File: config.mk
export PLATFORM = sky130hd
export DESIGN_NAME = ula_arbitro
export DESIGN_NICKNAME = d
export VERILOG_FILES = /design/src/rtl/ula_arbitro.sv
export SDC_FILE = /design/constraint.sdc
export NUM_CORES = 1
export LEC_CHECK = 0
export CORE_MARGIN = 2
export CORE_UTILIZATION = 37
export CTS_CLUSTER_DIAMETER = 50
export DETAILED_ROUTE_END_ITERATION = 10
export GPL_TIMING_DRIVEN = 0
export HOLD_SLACK_MARGIN = 0.02
export PLACE_DENSITY = 0.91
export SETUP_SLACK_MARGIN = 0.3
export SKIP_CTS_REPAIR_TIMING = 1
export SLEW_MARGIN = 20
export SYNTH_ARGS = -nofsm -noshare
export SYNTH_HDL_FRONTEND = slang
export SYNTH_SLANG_ARGS = --single-unit
File: constraint.sdc
create_clock -name clk -period 1.9 [get_ports clk]
set_clock_uncertainty 0.1 [all_clocks]
set_input_delay 0.285 -clock clk [delete_from_list [all_inputs] [get_ports clk]]
set_output_delay 0.285 -clock clk [all_outputs]
set_load 0.005 [all_outputs]
File: src/rtl/ula_arbitro.sv
// Purpose : round-robin arbiter sharing one external ULA between two requesters.
// Latency : gnt at cycle N, operands on the ULA at N+1, done/result at N+2; one op per 3 cycles.
// Backpr. : requests are ignored while busy; a requester holds req until it sees its gnt pulse.
//
// Ports:
//   clk, reset                 clock and synchronous active-high reset
//   req_x, op_x, a_x, b_x      request, operation code and operands of requester x (0/1)
//   gnt_x                      one-cycle acceptance pulse (combinational, OCIOSO only)
//   ula_a, ula_b, ula_ctrl     latched operands/code driven to the shared ULA
//   ula_result, ula_zero       ULA outputs, captured at the end of EXECUTA
//   done_x                     one-cycle completion pulse to the granted requester
//   result, zero               captured ULA outputs, held until the next capture
//   op_invalido                with done_x when the issued code is not a legal ULA operation
//   ocupado                    high while an operation is in flight
module ula_arbitro #(
    parameter int LARGURA = 32
) (
    input  logic               clk,
    input  logic               reset,
    input  logic               req_0,
    input  logic               req_1,
    input  logic [2:0]         op_0,
    input  logic [2:0]         op_1,
    input  logic [LARGURA-1:0] a_0,
    input  logic [LARGURA-1:0] b_0,
    input  logic [LARGURA-1:0] a_1,
    input  logic [LARGURA-1:0] b_1,
    output logic               gnt_0,
    output logic               gnt_1,
    output logic [LARGURA-1:0] ula_a,
    output logic [LARGURA-1:0] ula_b,
    output logic [2:0]         ula_ctrl,
    input  logic [LARGURA-1:0] ula_result,
    input  logic               ula_zero,
    output logic               done_0,
    output logic               done_1,
    output logic [LARGURA-1:0] result,
    output logic               zero,
    output logic               op_invalido,
    output logic               ocupado
);

    typedef enum logic [1:0] {
        OCIOSO   = 2'd0,
        EXECUTA  = 2'd1,
        RESPONDE = 2'd2
    } estado_t;

    estado_t estado, prox_estado;

    logic ultimo;   // requester granted most recently; the other one wins a tie
    logic dono;     // requester owning the operation in flight
    logic escolha;  // requester selected in this OCIOSO cycle
    logic concede;  // a grant happens in this cycle

    // Grants and completions are decoded combinationally from the state so that
    // gnt lands in the same cycle the request is seen. Both are suppressed while
    // reset is high so an aborted operation never reports and nothing is granted.
    always_comb begin
        prox_estado = estado;
        gnt_0       = 1'b0;
        gnt_1       = 1'b0;
        done_0      = 1'b0;
        done_1      = 1'b0;
        escolha     = 1'b0;
        concede     = 1'b0;
        case (estado)
            OCIOSO: begin
                if (!reset && (req_0 || req_1)) begin
                    concede     = 1'b1;
                    escolha     = (req_0 && req_1) ? ~ultimo : req_1;
                    gnt_0       = ~escolha;
                    gnt_1       = escolha;
                    prox_estado = EXECUTA;
                end
            end
            EXECUTA: begin
                prox_estado = RESPONDE;
            end
            RESPONDE: begin
                prox_estado = OCIOSO;
                if (!reset) begin
                    done_0 = ~dono;
                    done_1 = dono;
                end
            end
            default: begin
                prox_estado = OCIOSO;
            end
        endcase
    end

    always_ff @(posedge clk) begin
        if (reset) begin
            estado   <= OCIOSO;
            ultimo   <= 1'b1;  // makes requester 0 win the first tie
            dono     <= 1'b0;
            ula_a    <= '0;
            ula_b    <= '0;
            ula_ctrl <= 3'b000;
            result   <= '0;
            zero     <= 1'b0;
        end else begin
            estado <= prox_estado;
            if (concede) begin
                ultimo   <= escolha;
                dono     <= escolha;
                ula_a    <= escolha ? a_1 : a_0;
                ula_b    <= escolha ? b_1 : b_0;
                ula_ctrl <= escolha ? op_1 : op_0;
            end
            if (estado == EXECUTA) begin
                result <= ula_result;
                zero   <= ula_zero;
            end
        end
    end

    assign ocupado = (estado != OCIOSO);

    // ula_ctrl still holds the issued code during RESPONDE; 011 and 101 are the
    // two codes the ULA does not define.
    assign op_invalido = (done_0 || done_1) &&
                         ((ula_ctrl == 3'b011) || (ula_ctrl == 3'b101));

endmodule
==> qor.txt <==
Sequential share of the synthesized area: 46.9%
Critical Path Source Type: register
Initial Util: 37.5%
Worst-Skew Late Latency: 0.34 ns
Clock Tree Root: clkbuf_16
Antenna diodes: 0
RSZ-0062 raised after global routing: true
Critical Path, Cell by Cell: a21bo_1 -> buf_6 -> buf_8 -> nor3_2 -> buf_2
Ports: 277
First-pass GRT wire length: 25.0 mm
DR vias/cell: 5.14
Avg Inst Size Synth: 8.05 sq um
Worst hold path class: input pin to register
Die width: 114 microns
Routed wire per std cell: 16.1 microns
Netlist cell types: 26
Fin. Hold Viols: 0
Core ar.: 11900 sq um
Placed wire-length estimate: 12.2 mm
Critical R2R Launch: estado[0]
CTS tree: yes
CTS max path bufs: 2
Util after Layout: 68.3%
# clock sinks: 104
Hold path cells: 4
DR DRC count: 0
Leak Pwr: 4.00 nW
Setup TNS: 0 ns
Max Cap Viol: 0
H-tree lvl count: 3
Hold path endpoint: ultimo
Routed Antenna Nets: 0
Setup violators final: 0
Synthesized net count: 723
Fraction of layout cells with a size suffix above 1: 14.2%
DRT Wirelength: 16.2 mm
Mapped cell area: 4440 sq um
Register-to-register setup slack: 0.31 ns
Seq cells post-synth: 104
Die area: 12900 sq um
Post-synth top area share: 46.9%
VDD IR-drop max: 0.000424 V
Initial antenna violation count: 0
Yosys warnings: 0
Area grow syn2layout: 82.3%
WS Path Type: register to output pin
Met1 Resource Use GR: 27.3%
TritonCTS Buffers: 9
First-iteration detailed-routing DRC count: 307
Tmin final: 1.75 ns
Die span in y: 114 microns
Slew Limit Headroom: 55.5%
Synth area leaders: dfxtp_1, nand2_1, a21oi_1
Crit-path slowest cell: dfxtp_4
Worst path arrival time: 1.37 ns
Status: finished clean
Final hold slack: 0.347 ns
Power density cells: 748 nW/um^2
DRT Pass-1 Iters: 4
Critical hold path startpoint: req_1
Nets: 1023
Final critical-path share of the clock period: 92.2%
Worst EP required: 1.51 ns
Reg2reg end: ula_b[11]
Vias in the first global route: 5152
CP Max Fanout: 10
Placer Congestion: 0.804
Crit path from: ultimo
Global routing's busiest layer: met2
GRT met3 Usage: 6.16%
Worst-Margin Slew: 0.668 ns
Total gr overflow: 0
Synthesized instance count: 552
# rows: 40
GRT Total Usage: 24.2%
Max Clk Rate: 0.571 GHz
Reg clk slew, reported paths: 0.07 ns
Met2 global-route usage: 43.4%
Reg2reg path depth: 5
PortBufs: 275
Slew Limit Fails: 0
Critical path's largest stage delay: 0.36 ns
Crit end category: output pin
Post-synth top area cell: dfxtp_1
Pin count of the biggest net entering global routing: 21
Vias after detailed routing: 5164
==> power by group <==
group	leakage [nW]	internal (W)	total, W	switching [W]
clock network	0.145	0.000931	0.00183	0.000900
logic	2.99	0.000983	0.00170	0.000715
registers	0.867	0.00241	0.00253	0.000121
total	4.00	0.00432	0.00606	0.00174
==> final cells by class <==
| class | count | area, sq um |
|---|---|---|
| Tap cell | 147 | 184 |
| Sequential cell | 104 | 2120 |
| Timing Repair Buffer | 289 | 3010 |
| Fill cell | 950 | 3760 |
| Multi-Input combinational cell | 390 | 2110 |
| Buffer | 57 | 392 |
| Clock inverter | 7 | 66.3 |
| Clock buffer | 9 | 225 |
| Inverter | 1 | 3.75 |
==> registers in the layout, indices dropped and copies added (netlist names) <==
signal	cells
dono	1
estado	2
result	32
ula_a	32
ula_b	32
ula_ctrl	3
ultimo	1
zero	1
==> synthesized netlist by cell type, drive strengths merged <==
master  number
nand2      201
dfxtp      104
a21oi      101
a311oi      67
buf         43
clkbuf      14
nor2         5
nor2b        2
nor3         2
o21ai        2
a21bo        1
a21boi       1
and2         1
and3         1
inv          1
nand2b       1
nand3        1
nand3b       1
nor3b        1
or2          1
xor2         1
==> layer usage <==
metal	share of wire, %	vias to the layer above	wire length [microns]
met4	3.7	0	597
met2	50	229	8030
met5	0	-	0
met1	39	2364	6390
li1	-	2527	-
met3	7.3	44	1180
==> cell usage in the layout, fill, tap and decap left out, types with 3 or more instances in the layout <==
| master | netlist | routed |
|---|---|---|
| clkdlybuf4s50_1 | 0 | 205 |
| nand2_1 | 201 | 200 |
| a21oi_1 | 101 | 101 |
| dfxtp_1 | 104 | 81 |
| dlymetal6s2s_1 | 0 | 65 |
| a311oi_1 | 57 | 57 |
| buf_2 | 26 | 24 |
| dfxtp_2 | 0 | 20 |
| buf_4 | 6 | 15 |
| buf_6 | 6 | 13 |
| clkbuf_1 | 14 | 12 |
| a311oi_2 | 10 | 10 |
| clkbuf_16 | 0 | 9 |
| clkbuf_2 | 0 | 5 |
| buf_8 | 0 | 4 |
| inv_6 | 0 | 4 |
| clkbuf_4 | 0 | 3 |
| nor2_1 | 4 | 3 |
| dfxtp_4 | 0 | 3 |
==> through the flow <==
step	total power [W]	cells	instance area, sq um	worst slack [ns]
2_1_floorplan	0.00322	552	4440	0.453
3_3_place_gp	0.00417	974	7380	-0.796
3_5_place_dp	0.00421	974	7380	-0.785
4_1_cts	0.00604	990	7670	-0.907
5_1_grt	0.00635	1004	8100	0.0676
6_report	0.00606	1004	8100	0.148
==> critical path: cells and delay by family, from the launching register on <==
family          cells  cell delay (ns)
compound gates      1             0.18
buf+inv             3             0.40
flops               1             0.36
simple gates        1             0.09
==> kinds of logic (layout without fill, tap and decap cells) <==
| kind of cell | count (synthesis) | in the layout | share of synthesized area [%] |
|---|---|---|---|
| xor gates and xnor gates | 1 | 1 | 0.197 |
| and+or+nand+nor | 217 | 217 | 19.1 |
| DFF | 104 | 104 | 46.9 |
| buffers and inverters | 58 | 363 | 7.15 |
| AOI/OAI and AO/OA | 172 | 172 | 26.7 |
==> how the worst max path moves through the flow <==
stage	endpoint	slack (ns)	cells after the start
after floorplan	gnt_0	0.45	4
final	gnt_1	0.15	5
after CTS	gnt_0	-0.91	5
after global routing	gnt_0	0.07	5
after detailed placement	gnt_0	-0.78	7
after global placement	gnt_1	-0.80	7
(Power assumes the default switching activity.)
